**config.mk**
```make
export PLATFORM = sky130hd
export DESIGN_NAME = output_port_tx_flat
export DESIGN_NICKNAME = d
export VERILOG_FILES = /design/src/rtl/output_port_tx_if.sv /design/src/rtl/output_port_tx.sv /design/src/flat_wrapper.sv
export SDC_FILE = /design/constraint.sdc
export NUM_CORES = 1
export LEC_CHECK = 0
export BUFFER_PORTS_ARGS = -buffer_cell sky130_fd_sc_hd__buf_2
export CAP_MARGIN = 30
export CORE_MARGIN = 2
export CORE_UTILIZATION = 40
export DETAILED_ROUTE_END_ITERATION = 6
export MAX_ROUTING_LAYER = met4
export SETUP_SLACK_MARGIN = 0.3
export SYNTH_ARGS = -nofsm -noshare
export SYNTH_HDL_FRONTEND = slang
export SYNTH_SLANG_ARGS = --single-unit
```
**constraint.sdc**
```tcl
create_clock -name clk -period 3.7 [get_ports clk]
set_clock_uncertainty 0.1 [all_clocks]
set_input_delay 0.555 -clock clk [delete_from_list [all_inputs] [get_ports clk]]
set_output_delay 0.555 -clock clk [all_outputs]
set_load 0.02 [all_outputs]
```
**src/rtl/output_port_tx_if.sv**
```systemverilog
// Crossbar-to-link bundle for the credit-based transmit port.
// The master side is the crossbar/link partner; the slave side is the port itself.
interface output_port_tx_if #(
    parameter int FW = 64,
    parameter int B  = 4
);
    logic          flit_in_wr;
    logic [FW-1:0] flit_in;
    logic          port_avail;
    logic          flit_out_wr;
    logic [FW-1:0] flit_out;
    logic          flit_rel_in;
    logic [B:0]    credit_cnt;
    logic          err;

    modport master (
        output flit_in_wr, flit_in, flit_rel_in,
        input  port_avail, flit_out_wr, flit_out, credit_cnt, err
    );

    modport slave (
        input  flit_in_wr, flit_in, flit_rel_in,
        output port_avail, flit_out_wr, flit_out, credit_cnt, err
    );
endinterface

```
**src/rtl/output_port_tx.sv**
```systemverilog
// Credit-based link transmitter with a 2^LB-entry local FIFO; push-to-link latency 1 cycle.
// Backpressure: port_avail drops when the FIFO will be full; writes while full are dropped and flag err.
module output_port_tx #(
    parameter int FW = 64,
    parameter int B  = 4,
    parameter int LB = 2
) (
    input  logic              clk,
    input  logic              rst,
    output_port_tx_if.slave   bus
);
    localparam int         DEPTH   = 1 << LB;
    localparam logic [LB:0] DEPTH_C = (LB+1)'(DEPTH);
    localparam logic [B:0]  CMAX    = (B+1)'(1 << B);

    logic [FW-1:0] mem [DEPTH];
    logic [LB-1:0] wr_ptr;
    logic [LB-1:0] rd_ptr;
    logic [LB:0]   occ;
    logic [LB:0]   occ_next;
    logic [B:0]    credit;
    logic [B:0]    credit_next;
    logic          push;
    logic          pop;
    logic          drop;
    logic          ovf;
    logic          err_q;
    logic          avail_q;
    logic          out_wr_q;
    logic [FW-1:0] out_q;

    always_comb begin
        pop  = (occ != '0) && (credit != '0);
        push = bus.flit_in_wr && ((occ < DEPTH_C) || pop);
        drop = bus.flit_in_wr && !push;

        occ_next = occ;
        case ({push, pop})
            2'b10:   occ_next = occ + 1'b1;
            2'b01:   occ_next = occ - 1'b1;
            default: occ_next = occ;
        endcase

        // A release with no pop against a full credit count means downstream returned more than it held.
        credit_next = credit;
        ovf         = 1'b0;
        case ({pop, bus.flit_rel_in})
            2'b10: credit_next = credit - 1'b1;
            2'b01: begin
                if (credit == CMAX) ovf = 1'b1;
                else                credit_next = credit + 1'b1;
            end
            default: credit_next = credit;
        endcase
    end

    always_ff @(posedge clk) begin
        if (rst) begin
            wr_ptr   <= '0;
            rd_ptr   <= '0;
            occ      <= '0;
            credit   <= CMAX;
            err_q    <= 1'b0;
            avail_q  <= 1'b1;
            out_wr_q <= 1'b0;
            out_q    <= '0;
        end else begin
            occ      <= occ_next;
            credit   <= credit_next;
            avail_q  <= (occ_next < DEPTH_C);
            out_wr_q <= pop;
            if (drop || ovf) err_q <= 1'b1;
            if (push) wr_ptr <= wr_ptr + 1'b1;
            if (pop) begin
                rd_ptr <= rd_ptr + 1'b1;
                out_q  <= mem[rd_ptr];
            end
        end
    end

    // Storage needs no reset; pointers define validity.
    always_ff @(posedge clk) begin
        if (!rst && push) mem[wr_ptr] <= bus.flit_in;
    end

    assign bus.port_avail  = avail_q;
    assign bus.flit_out_wr = out_wr_q;
    assign bus.flit_out    = out_q;
    assign bus.credit_cnt  = credit;
    assign bus.err         = err_q;
endmodule

```
**src/flat_wrapper.sv**
```systemverilog
// flat-port wrapper written by rule: the top's interface ports become plain ports
module output_port_tx_flat 
#(
    parameter int FW = 64,
    parameter int B  = 4,
    parameter int LB = 2
)
  (clk, rst, bus_flit_in_wr, bus_flit_in, bus_flit_rel_in, bus_port_avail, bus_flit_out_wr, bus_flit_out, bus_credit_cnt, bus_err);
  output_port_tx_if #(.FW(FW), .B(B)) bus_i ();
  input  logic clk;
  input  logic rst;
  input wire logic [$bits(bus_i.flit_in_wr)-1:0] bus_flit_in_wr;
  input wire logic [$bits(bus_i.flit_in)-1:0] bus_flit_in;
  input wire logic [$bits(bus_i.flit_rel_in)-1:0] bus_flit_rel_in;
  output wire logic [$bits(bus_i.port_avail)-1:0] bus_port_avail;
  output wire logic [$bits(bus_i.flit_out_wr)-1:0] bus_flit_out_wr;
  output wire logic [$bits(bus_i.flit_out)-1:0] bus_flit_out;
  output wire logic [$bits(bus_i.credit_cnt)-1:0] bus_credit_cnt;
  output wire logic [$bits(bus_i.err)-1:0] bus_err;
  assign bus_i.flit_in_wr = bus_flit_in_wr;
  assign bus_i.flit_in = bus_flit_in;
  assign bus_i.flit_rel_in = bus_flit_rel_in;
  assign bus_port_avail = bus_i.port_avail;
  assign bus_flit_out_wr = bus_i.flit_out_wr;
  assign bus_flit_out = bus_i.flit_out;
  assign bus_credit_cnt = bus_i.credit_cnt;
  assign bus_err = bus_i.err;
  output_port_tx #(.FW(FW), .B(B), .LB(LB)) u_core (.clk(clk), .rst(rst), .bus(bus_i));
endmodule
```
# ---- Word level (Yosys, flattened, before mapping)
# Memories as Yosys holds them, arrays and structs flattened. A register that Yosys moved wholly into a read port is not among the register bits.
# Cells that the tools add are included.
dict set report op_classes {
  n_reduce_logical 12
  magnitude_cmp 2
  addsub 6
  n_eq_ne 6
  mux 7
}
# op count
set ops {}
lappend ops {{$pmux W5 S2} 1}
lappend ops {{$lt A3 B3 Y1 const B} 2}
lappend ops {{$pmux W3 S2} 1}
lappend ops {{$add A5 B1 Y5 const B} 1}
lappend ops {{$eq A5 B5 Y1 const B} 1}
lappend ops {{$mux W5} 1}
lappend ops {{$reduce_bool A5 Y1} 1}
lappend ops {{$sub A5 B1 Y5 const B} 1}
lappend ops {{$add A2 B1 Y2 const B} 2}
lappend ops {{$eq A2 B1 Y1 const B} 2}
lappend ops {{$eq A2 B2 Y1 const B} 2}
lappend ops {{$logic_and A1 B1 Y1} 4}
lappend ops {{$mux W1} 4}
lappend ops {{$add A3 B1 Y3 const B} 1}
lappend ops {{$reduce_bool A3 Y1} 1}
lappend ops {{$sub A3 B1 Y3 const B} 1}
lappend ops {{$logic_not A1 Y1} 2}
lappend ops {{$logic_or A1 B1 Y1} 2}
lappend ops {{$ne A2 B2 Y1 const B} 1}
lappend ops {{$reduce_and A2 Y1} 1}
lappend ops {{$reduce_bool A2 Y1} 1}
dict set report word_totals {
  n_memories 1
  regBits 15
  out_inout_bits 72
  in_bits 68
  ramBits 256
  wordCells 41
}
# memory depth word_bits rd rd_ports_with_merged_regs wr line
set memory_table {}
lappend memory_table {u_core.mem 4 64 1 1 1 output_port_tx.sv:16} ;# logic [FW-1:0] mem [DEPTH];

# ---- Logic depth before layout (Yosys ltp)
# Gate-level depths: netlist (run 1).
dict set report depth {
  ltp_word 7
  depth_mapped 10
  ltp_nobuf 9
}

# ---- Worst setup path before layout (run 1)
# Ideal clock, no wire load.
dict set report synth_path {
  path_type {reg2reg}
  startpoint {register u_core.credit[4] (netlist: u_core.bus.credit_cnt[4])}
  endpoint {memory u_core.mem[0][0], enable pin}
  slack_ns 0.577
  path_stages_with_launch 5
  required_ns 3.171
  n_path_buf 1
  t_arrival_ns 2.594
  synth_period_minus_slack_ns 3.123
  setup_time_ns 0.429
  path_cell_list {dfxtp_1 -> clkbuf_1 -> o31ai_4 -> nor2_1 -> and2_1}
}
dict set report synth_via {
  elab_chain_len 7
}
# item line
set synth_rtl {}
lappend synth_rtl {{start, declared} output_port_tx.sv:21} ;# logic [B:0] credit;
lappend synth_rtl {{start signal, assigned} output_port_tx.sv:69} ;# credit <= credit_next;
lappend synth_rtl {{$reduce_bool A5 Y1} output_port_tx.sv:33} ;# pop = (occ != '0) && (credit != '0);
lappend synth_rtl {{$logic_and A1 B1 Y1} output_port_tx.sv:33}
lappend synth_rtl {{$logic_or A1 B1 Y1} output_port_tx.sv:34} ;# push = bus.flit_in_wr && ((occ < DEPTH_C) || pop);
lappend synth_rtl {{$logic_and A1 B1 Y1} output_port_tx.sv:34}
lappend synth_rtl {{$logic_and A1 B1 Y1} output_port_tx.sv:83} ;# if (!rst && push) mem[wr_ptr] <= bus.flit_in;
lappend synth_rtl {{$mux W1} output_port_tx.sv:83}
lappend synth_rtl {{$mux W1 (not written as such)} output_port_tx.sv:83}
lappend synth_rtl {{end, declared} output_port_tx.sv:16}
# No other way between the ends.

# ---- Worst setup path after layout (run 1)
dict set report layout_path {
  startpoint {register u_core.credit[0] (netlist: u_core.bus.credit_cnt[0])}
  endpoint {register u_core.credit[4] (netlist: u_core.bus.credit_cnt[4])}
}
dict set report layout_via {
  elab_chain_len 5
  elab_cells_between_ends 12
  classes_between {add/sub: 2; eq/ne: 4; mux: 2; reduce/logical: 4}
}
# item
set layout_rtl {}
lappend layout_rtl {{parallel branches: the longest is 5 deep, another holds $add A5 B1 Y5}}
# Several ways; the timed one is not identified. The select of a mux whose other input is x is not followed.
# A chain may end at the register's enable or synchronous reset.

==> results of run 1 <==
==> metal layers <==
metal | share of wire | global-route usage
met5 | 0 | -
met3 | 0.052 | 0.03809
met2 | 0.48 | 0.2518
met1 | 0.45 | 0.2076
met4 | 0.016 | 0.03805
==> cell type report <==
| class | count | area, µm² |
|---|---|---|
| clock inverters | 6 | 68.82 |
| diodes | 4 | 10.01 |
| repair buffers | 150 | 805.8 |
| multi-input cells | 328 | 2850 |
| inverters | 6 | 22.52 |
| flip-flops and latches | 335 | 9276 |
| fillers | 2626 | 15810 |
| clock buffers | 60 | 1094 |
| well taps | 396 | 495.5 |
==> how the worst max path moves through the flow <==
stage	slack, ps	to	cells past startpoint	start
3_3_place_gp	780	u_core.bus.credit_cnt[4]	8	u_core.bus.credit_cnt[0]
4_1_cts	730	u_core.bus.port_avail	9	u_core.bus.credit_cnt[0]
2_1_floorplan	580	u_core.mem[0][0]	4	u_core.bus.credit_cnt[4]
3_5_place_dp	740	u_core.bus.port_avail	9	u_core.bus.credit_cnt[0]
6_report	760	u_core.bus.credit_cnt[4]	8	u_core.bus.credit_cnt[0]
5_1_grt	540	u_core.bus.credit_cnt[4]	8	u_core.bus.credit_cnt[0]
==> power by group through the flow <==
stage	Sequential (mW)	Clock (mW)	Combinational, mW
after floorplan	5.23	0	1.70
after global placement	4.99	0	2.81
after detailed placement	5.00	0	2.84
after CTS	4.93	3.56	2.84
after global routing	4.99	3.72	3.05
final	4.91	3.47	2.77
==> critical path, stage by stage (launching register included) <==
cell,delay (ps)
sky130_fd_sc_hd__dfxtp_1,370
sky130_fd_sc_hd__or4_4,620
sky130_fd_sc_hd__o21ai_4,400
sky130_fd_sc_hd__nand2_1,230
sky130_fd_sc_hd__ha_1,380
sky130_fd_sc_hd__a21oi_1,270
sky130_fd_sc_hd__nand2_1,120
sky130_fd_sc_hd__o31ai_1,200
sky130_fd_sc_hd__o221ai_1,130
==> state kept, by name, summed over array words and instances (netlist names), named ones only <==
register,cells
u_core.bus.credit_cnt,5
u_core.bus.err,1
u_core.bus.flit_out,64
u_core.bus.flit_out_wr,1
u_core.bus.port_avail,1
u_core.mem,256
u_core.occ,2
u_core.rd_ptr,2
u_core.wr_ptr,2
==> cells in the final DEF, fill, tap and decap left out, drive strengths merged, types with 2 or more instances in the layout <==
cell type and n:
edfxtp 256, buf 150, nand2 130, dfxtp 79
a21oi 67, mux4 64, clkbuf 60, nor2 12
ha 8, xnor2 6, inv 6, mux2i 5
diode 4, and2 4, clkinv 4, xor2 2
nor3 2, nand3 2, a211oi 2, a31oi 2
nor2b 2, mux2 2, fa 2, o31ai 2
==> kinds of logic (layout without fill, tap and decap cells) <==
logic type                 count (synthesis)  after routing  synth area share
AOI/OAI and AO/OA                         80             80           0.03676
xor gates and xnor gates                   8              8          0.005687
adders and majority gates                 10             10           0.01137
buffers and inverters                     45            222           0.01777
DFF                                      335            335            0.7523
muxes                                     71             71            0.1242
other                                      0              4                 0
and+or+nand+nor                          159            159           0.05190
==> impl_metrics.tcl, run 1 <==
set metrics [dict create \
    outcome "complete, no violations" \
    std_cell_rows 64 \
    intPower_mw 7.739 \
    vias 6419 \
    critical_path.reg2reg.startpoint "u_core.bus.credit_cnt[0]" \
    clkLatencyLatePin_ps 510 \
    r2r_endpoint "u_core.bus.credit_cnt[4]" \
    cts.sinks 335 \
    syn_avg_cell_area_um2 17.40 \
    worst_slack_ps 762.5 \
    worstPathArrival_ps 3200 \
    detailedRoute.firstIterationViolations 389 \
    globalRouteOverflowTotal 0 \
    slew_violations 0 \
    power.share.sequential 0.440 \
    floorplan.die_area_um2 32220 \
    finalPower_mw 11.16 \
    cell_at_the_root_of_the_clock_tree "sky130_fd_sc_hd__clkbuf_16" \
    timing.critical_path.to_type "flip-flop" \
    seq_area_frac_synth 0.7523 \
    max_clock_freq_mhz 340.4 \
    worst_slew_pin_slew_ps 898.1 \
    post_route_cells_drive_above_1_share 0.3130 \
    netlist_instances 708 \
    core_area_um2 30430 \
    placement.setup.worst_slack_ps 743.8 \
    synth.cells.most_frequent "sky130_fd_sc_hd__edfxtp_1, sky130_fd_sc_hd__nand2_1, sky130_fd_sc_hd__dfxtp_1" \
    via_per_inst 4.995 \
    synth_cell_type_count 43 \
    postRouteAntennaNets 0 \
    setup.reg_to_reg.worst_slack_ps 760 \
    irDropWorstVdd_uv 400.0 \
    yosysTopAreaCellShare 0.6239 \
    comb_power_share 0.248 \
    die_w_um 179.5 \
    synth_fp_nets 786 \
    worst-path-max-fanout 16 \
    cts.repair_timing.setup_buffer_count 0 \
    slew_headroom 0.4012 \
    io_buffers 139 \
    share_of_synthesized_registers_carrying_an_async_set_or_reset 0 \
    lkg_pwr_nw 5.111 \
    hold-worst-slack_ps 155.9 \
    clkTransAtPathRegs_ps 60 \
    detailed_place.area_um2 13450 \
    timing.critical_path.required_ps 3970 \
    power_switching_share 0.3065 \
    power.net_switching_mw 3.420 \
    setup_viol_count_final 0 \
    tritoncts "done" \
    worstHoldEndpoint "u_core.mem[0][60]" \
    synthToLayoutAreaGrowth_pct 18.69 \
    report.final.hold_viol_count 0 \
    cts-hold-fix-buffers 0 \
    ys_top_cells_by_area "sky130_fd_sc_hd__edfxtp_1, sky130_fd_sc_hd__dfxtp_1, sky130_fd_sc_hd__mux4_2" \
    ys_ff_latch 335 \
    final_core_util 0.4806 \
    first_global_vias 6702 \
    cts_inserted_buffers 36 \
    rsz0062_at_grt "false" \
    start_util 0.4049 \
    worstHoldPathType "primary input to flip-flop" \
    avgRoutedWirePerCell_um 19.03 \
    detail_route.wirelength_mm 24.45 \
    place.detailed.hpwl_mm 13.75 \
    clock_group_share_of_total_power 0.311 \
    number_of_antenna_violations_at_the_first_check_in_global_routing 4 \
    synth_ff_type "sky130_fd_sc_hd__edfxtp_1" \
    hold_start "bus_flit_in[60]" \
    drt_drc_violations_left 0 \
    ctsResizeCount 0 \
    grt_max_degree 68 \
    powerDensity_nw_per_um2 763.1 \
    max_cap_viol_count 0 \
    dp.cells 1215 \
    post-route-min-period_ps 2937 \
    chipHeight_um 179.5 \
    grt_pass1_wl_mm 38.67 \
    io_pins 140 \
    final.period_utilization 0.7939 \
    r2r.worst_path.cells 8 \
    h-tree-depth 2 \
    timing.setup.critical_path_class "flip-flop to flip-flop" \
    synth.most_common_cell "sky130_fd_sc_hd__edfxtp_1" \
    detail_route.first_pass.iterations 4 \
    gp_routability_congestion 0.7486 \
    finish.net_count 935 \
    setup_total_negative_slack_ps 0 \
    synth.cell_area_um2 12320 \
    design_area_um2 14620 \
    ys.warnings.count 0 \
    synth-edff-count 256 \
    final_cells 1285 \
    timing.critical_path.from_type "flip-flop" \
    grt_usage 0.1585 \
    number_of_cells_on_the_worst_hold_path 1 \
    synthDominantAreaCellType "sky130_fd_sc_hd__edfxtp_1" \
    max-clock-path-buffers 3 \
]
No activity file was read; power rests on OpenSTA's default activity.
==> run 2: changes to the inputs <==
==> constraint.sdc (replaced) <==
create_clock -name clk -period 2.6 [get_ports clk]
set_clock_uncertainty 0.1 [all_clocks]
set_input_delay 0.39 -clock clk [delete_from_list [all_inputs] [get_ports clk]]
set_output_delay 0.39 -clock clk [all_outputs]
set_load 0.02 [all_outputs]
==> impl_metrics.tcl, run 2 (synthesized netlist as in run 1, its figures left out) <==
set metrics [dict create \
    start_util 0.4049 \
    final.fill_count 2514 \
    worstHoldEndpoint "u_core.mem[1][32]" \
    clkTransAtPathRegs_ps 60 \
    worstHoldPathType "primary input to flip-flop" \
    cell_at_the_root_of_the_clock_tree "sky130_fd_sc_hd__clkbuf_16" \
    globalRouteOverflowTotal 0 \
    grt_usage 0.1610 \
    timing.critical_path.from_type "flip-flop" \
    post-route-min-period_ps 2485 \
    hold_start "bus_flit_in[32]" \
    worst-path-max-fanout 4 \
    slowest_cp_cell "sky130_fd_sc_hd__or4_4" \
    timing.critical_path.to_type "flip-flop" \
    avgRoutedWirePerCell_um 20.30 \
    number_of_antenna_violations_at_the_first_check_in_global_routing 1 \
    critPathTopFamily "simple AND/OR/NAND/NOR gates" \
    dp.cells 1230 \
    largest_reg_flops 256 \
    core_area_um2 30430 \
    power.share.sequential 0.411 \
    std_cell_rows 64 \
    cts.sinks 335 \
    number_of_cells_on_the_worst_hold_path 1 \
    timing.setup.critical_path_class "flip-flop to flip-flop" \
    timing.critical_path.slowest_cell_delay_ps 540 \
    detailedRoute.firstIterationViolations 478 \
    irDropWorstVdd_uv 726.2 \
    drt_drc_violations_left 0 \
    postRouteAntennaNets 0 \
    post_route_cells_drive_above_1_share 0.3591 \
    intPower_mw 11.53 \
    worst_slew_pin_slew_ps 698.0 \
    final_common_cell "sky130_fd_sc_hd__edfxtp_1" \
    top_register "u_core.mem" \
    clock_group_share_of_total_power 0.305 \
    max_clock_freq_mhz 402.4 \
    rsz0062_at_grt "true" \
    io_buffers 139 \
    final_core_util 0.5276 \
    final_cells 1369 \
    multiInputGateArea_um2 2990 \
    timing.critical_path.required_ps 2920 \
    max_cap_viol_count 0 \
    synthToLayoutAreaGrowth_pct 30.31 \
    detail_route.wirelength_mm 27.80 \
    lkg_pwr_nw 5.725 \
    via_per_inst 5.077 \
    slew_headroom 0.5304 \
    cts_inserted_buffers 36 \
    gp_routability_congestion 0.7155 \
    power.net_switching_mw 5.065 \
    first_global_vias 7094 \
    worstPathArrival_ps 2810 \
    worstSetupStartpoint "u_core.bus.credit_cnt[1]" \
    clkLatencyLatePin_ps 500 \
    r2r.worst_path.cells 9 \
    r2r_endpoint "u_core.bus.credit_cnt[3]" \
    seq_area_um2 9283 \
    place.detailed.hpwl_mm 14.11 \
    setup_viol_count_final 0 \
    vias 6951 \
    power_switching_share 0.3051 \
    setup_total_negative_slack_ps 0 \
    mostFrequentLayoutCells "sky130_fd_sc_hd__edfxtp_1, sky130_fd_sc_hd__buf_2, sky130_fd_sc_hd__nand2_1" \
    finish.net_count 1025 \
    timing.critical_path.buf_inv 1 \
    outcome "complete, no violations" \
    worst_path_cell_trace "or4_4 > o21ai_4 > buf_6 > nand2_8 > ha_4 > a21o_1 > and3_1 > a2111o_1 > mux2i_1" \
    final.period_utilization 0.9558 \
    comb_power_share 0.283 \
    io_pins 140 \
    powerDensity_nw_per_um2 1034 \
    slew_violations 0 \
    chipHeight_um 179.5 \
    grt_max_degree 68 \
    report.final.hold_viol_count 0 \
    floorplan.die_area_um2 32220 \
    detail_route.first_pass.iterations 4 \
    grt_pass1_wl_mm 39.72 \
    setup.reg_to_reg.worst_slack_ps 110 \
    h-tree-depth 2 \
    die_w_um 179.5 \
    critical_path.reg2reg.startpoint "u_core.bus.credit_cnt[1]" \
    tritoncts "done" \
    max-clock-path-buffers 3 \
]
==> run 2: cell types whose count changed in the layout (fill, tap and decap cells not counted), moves of 5 or more <==
cell and change:
sky130_fd_sc_hd__clkinv_1 +5, sky130_fd_sc_hd__clkbuf_16 +17, sky130_fd_sc_hd__buf_6 +9, sky130_fd_sc_hd__dlygate4sd3_1 +33, sky130_fd_sc_hd__buf_8 +6, sky130_fd_sc_hd__buf_4 +9
sky130_fd_sc_hd__buf_12 +8, sky130_fd_sc_hd__clkbuf_1 -7
==> run 2: how the worst max path moves through the flow <==
stage | to | slack (ps) | depth (start not counted)
floorplan | u_core.bus.port_avail | -70 | 10
global placement | u_core.bus.credit_cnt[4] | 80 | 8
detailed placement | u_core.bus.credit_cnt[0] | 50 | 6
CTS | u_core.bus.credit_cnt[4] | 160 | 9
global route | u_core.bus.credit_cnt[3] | 40 | 9
finish | u_core.bus.credit_cnt[3] | 110 | 9
==> run 2: cell type report <==
| type | count | area share |
|---|---|---|
| diodes | 1 | 0.0001559 |
| clock inverters | 13 | 0.009897 |
| multi-input cells | 332 | 0.1863 |
| flip-flops and latches | 335 | 0.5782 |
| well taps | 396 | 0.03086 |
| repair buffers | 236 | 0.1301 |
| clock buffers | 50 | 0.06320 |
| inverters | 6 | 0.001403 |
==> run 2: worst register-to-register path, stage by stage (launching register included) <==
cell,delay (ps)
sky130_fd_sc_hd__dfxtp_4,340
sky130_fd_sc_hd__or4_4,540
sky130_fd_sc_hd__o21ai_4,230
sky130_fd_sc_hd__buf_6,150
sky130_fd_sc_hd__nand2_8,70
sky130_fd_sc_hd__ha_4,220
sky130_fd_sc_hd__a21o_1,180
sky130_fd_sc_hd__and3_1,180
sky130_fd_sc_hd__a2111o_1,290
sky130_fd_sc_hd__mux2i_1,120
==> run 2: per-layer routing <==
metal	vias to the layer above	track usage	wire length (µm)
li1	3188	-	-
met1	3561	0.2078	12740
met2	165	0.2664	13400
met3	37	0.02877	1208
met4	0	0.03935	446
met5	-	-	0
==> run 2: power by group through the flow <==
| stage | Clock (mW) | Sequential (mW) | Combinational [mW] |
|---|---|---|---|
| floorplan | 0 | 7.44 | 2.49 |
| detailed placement | 0 | 6.95 | 4.40 |
| global route | 5.38 | 6.92 | 5.09 |
| global placement | 0 | 6.93 | 4.35 |
| CTS | 5.17 | 6.84 | 4.55 |
| finish | 5.07 | 6.83 | 4.70 |
==> run 2: timing repair <==
item                                    in CTS  in global routing
buffers inserted                             6                  2
hold buffers                                33                  0
pin swaps                                    7                  7
resized for setup                            7                 25
cloned                                       0                 34
endpoints found under the hold margin      115                  0
endpoints found under the setup margin     253                262
==> run 2: stage by stage <==
| stage | setup WS [ps] | hold slack [ps] | area (µm²) | total power, mW |
|---|---|---|---|---|
| after floorplan | -67.83 | 388.9 | 12370 | 9.931 |
| after global placement | 77.04 | 340.2 | 13710 | 11.29 |
| after detailed placement | 49.10 | 345.7 | 13710 | 11.35 |
| after CTS | 164.9 | 0.3245 | 15310 | 16.55 |
| after global routing | 38.26 | 2.284 | 16060 | 17.39 |
| final | 114.8 | 15.81 | 16060 | 16.60 |
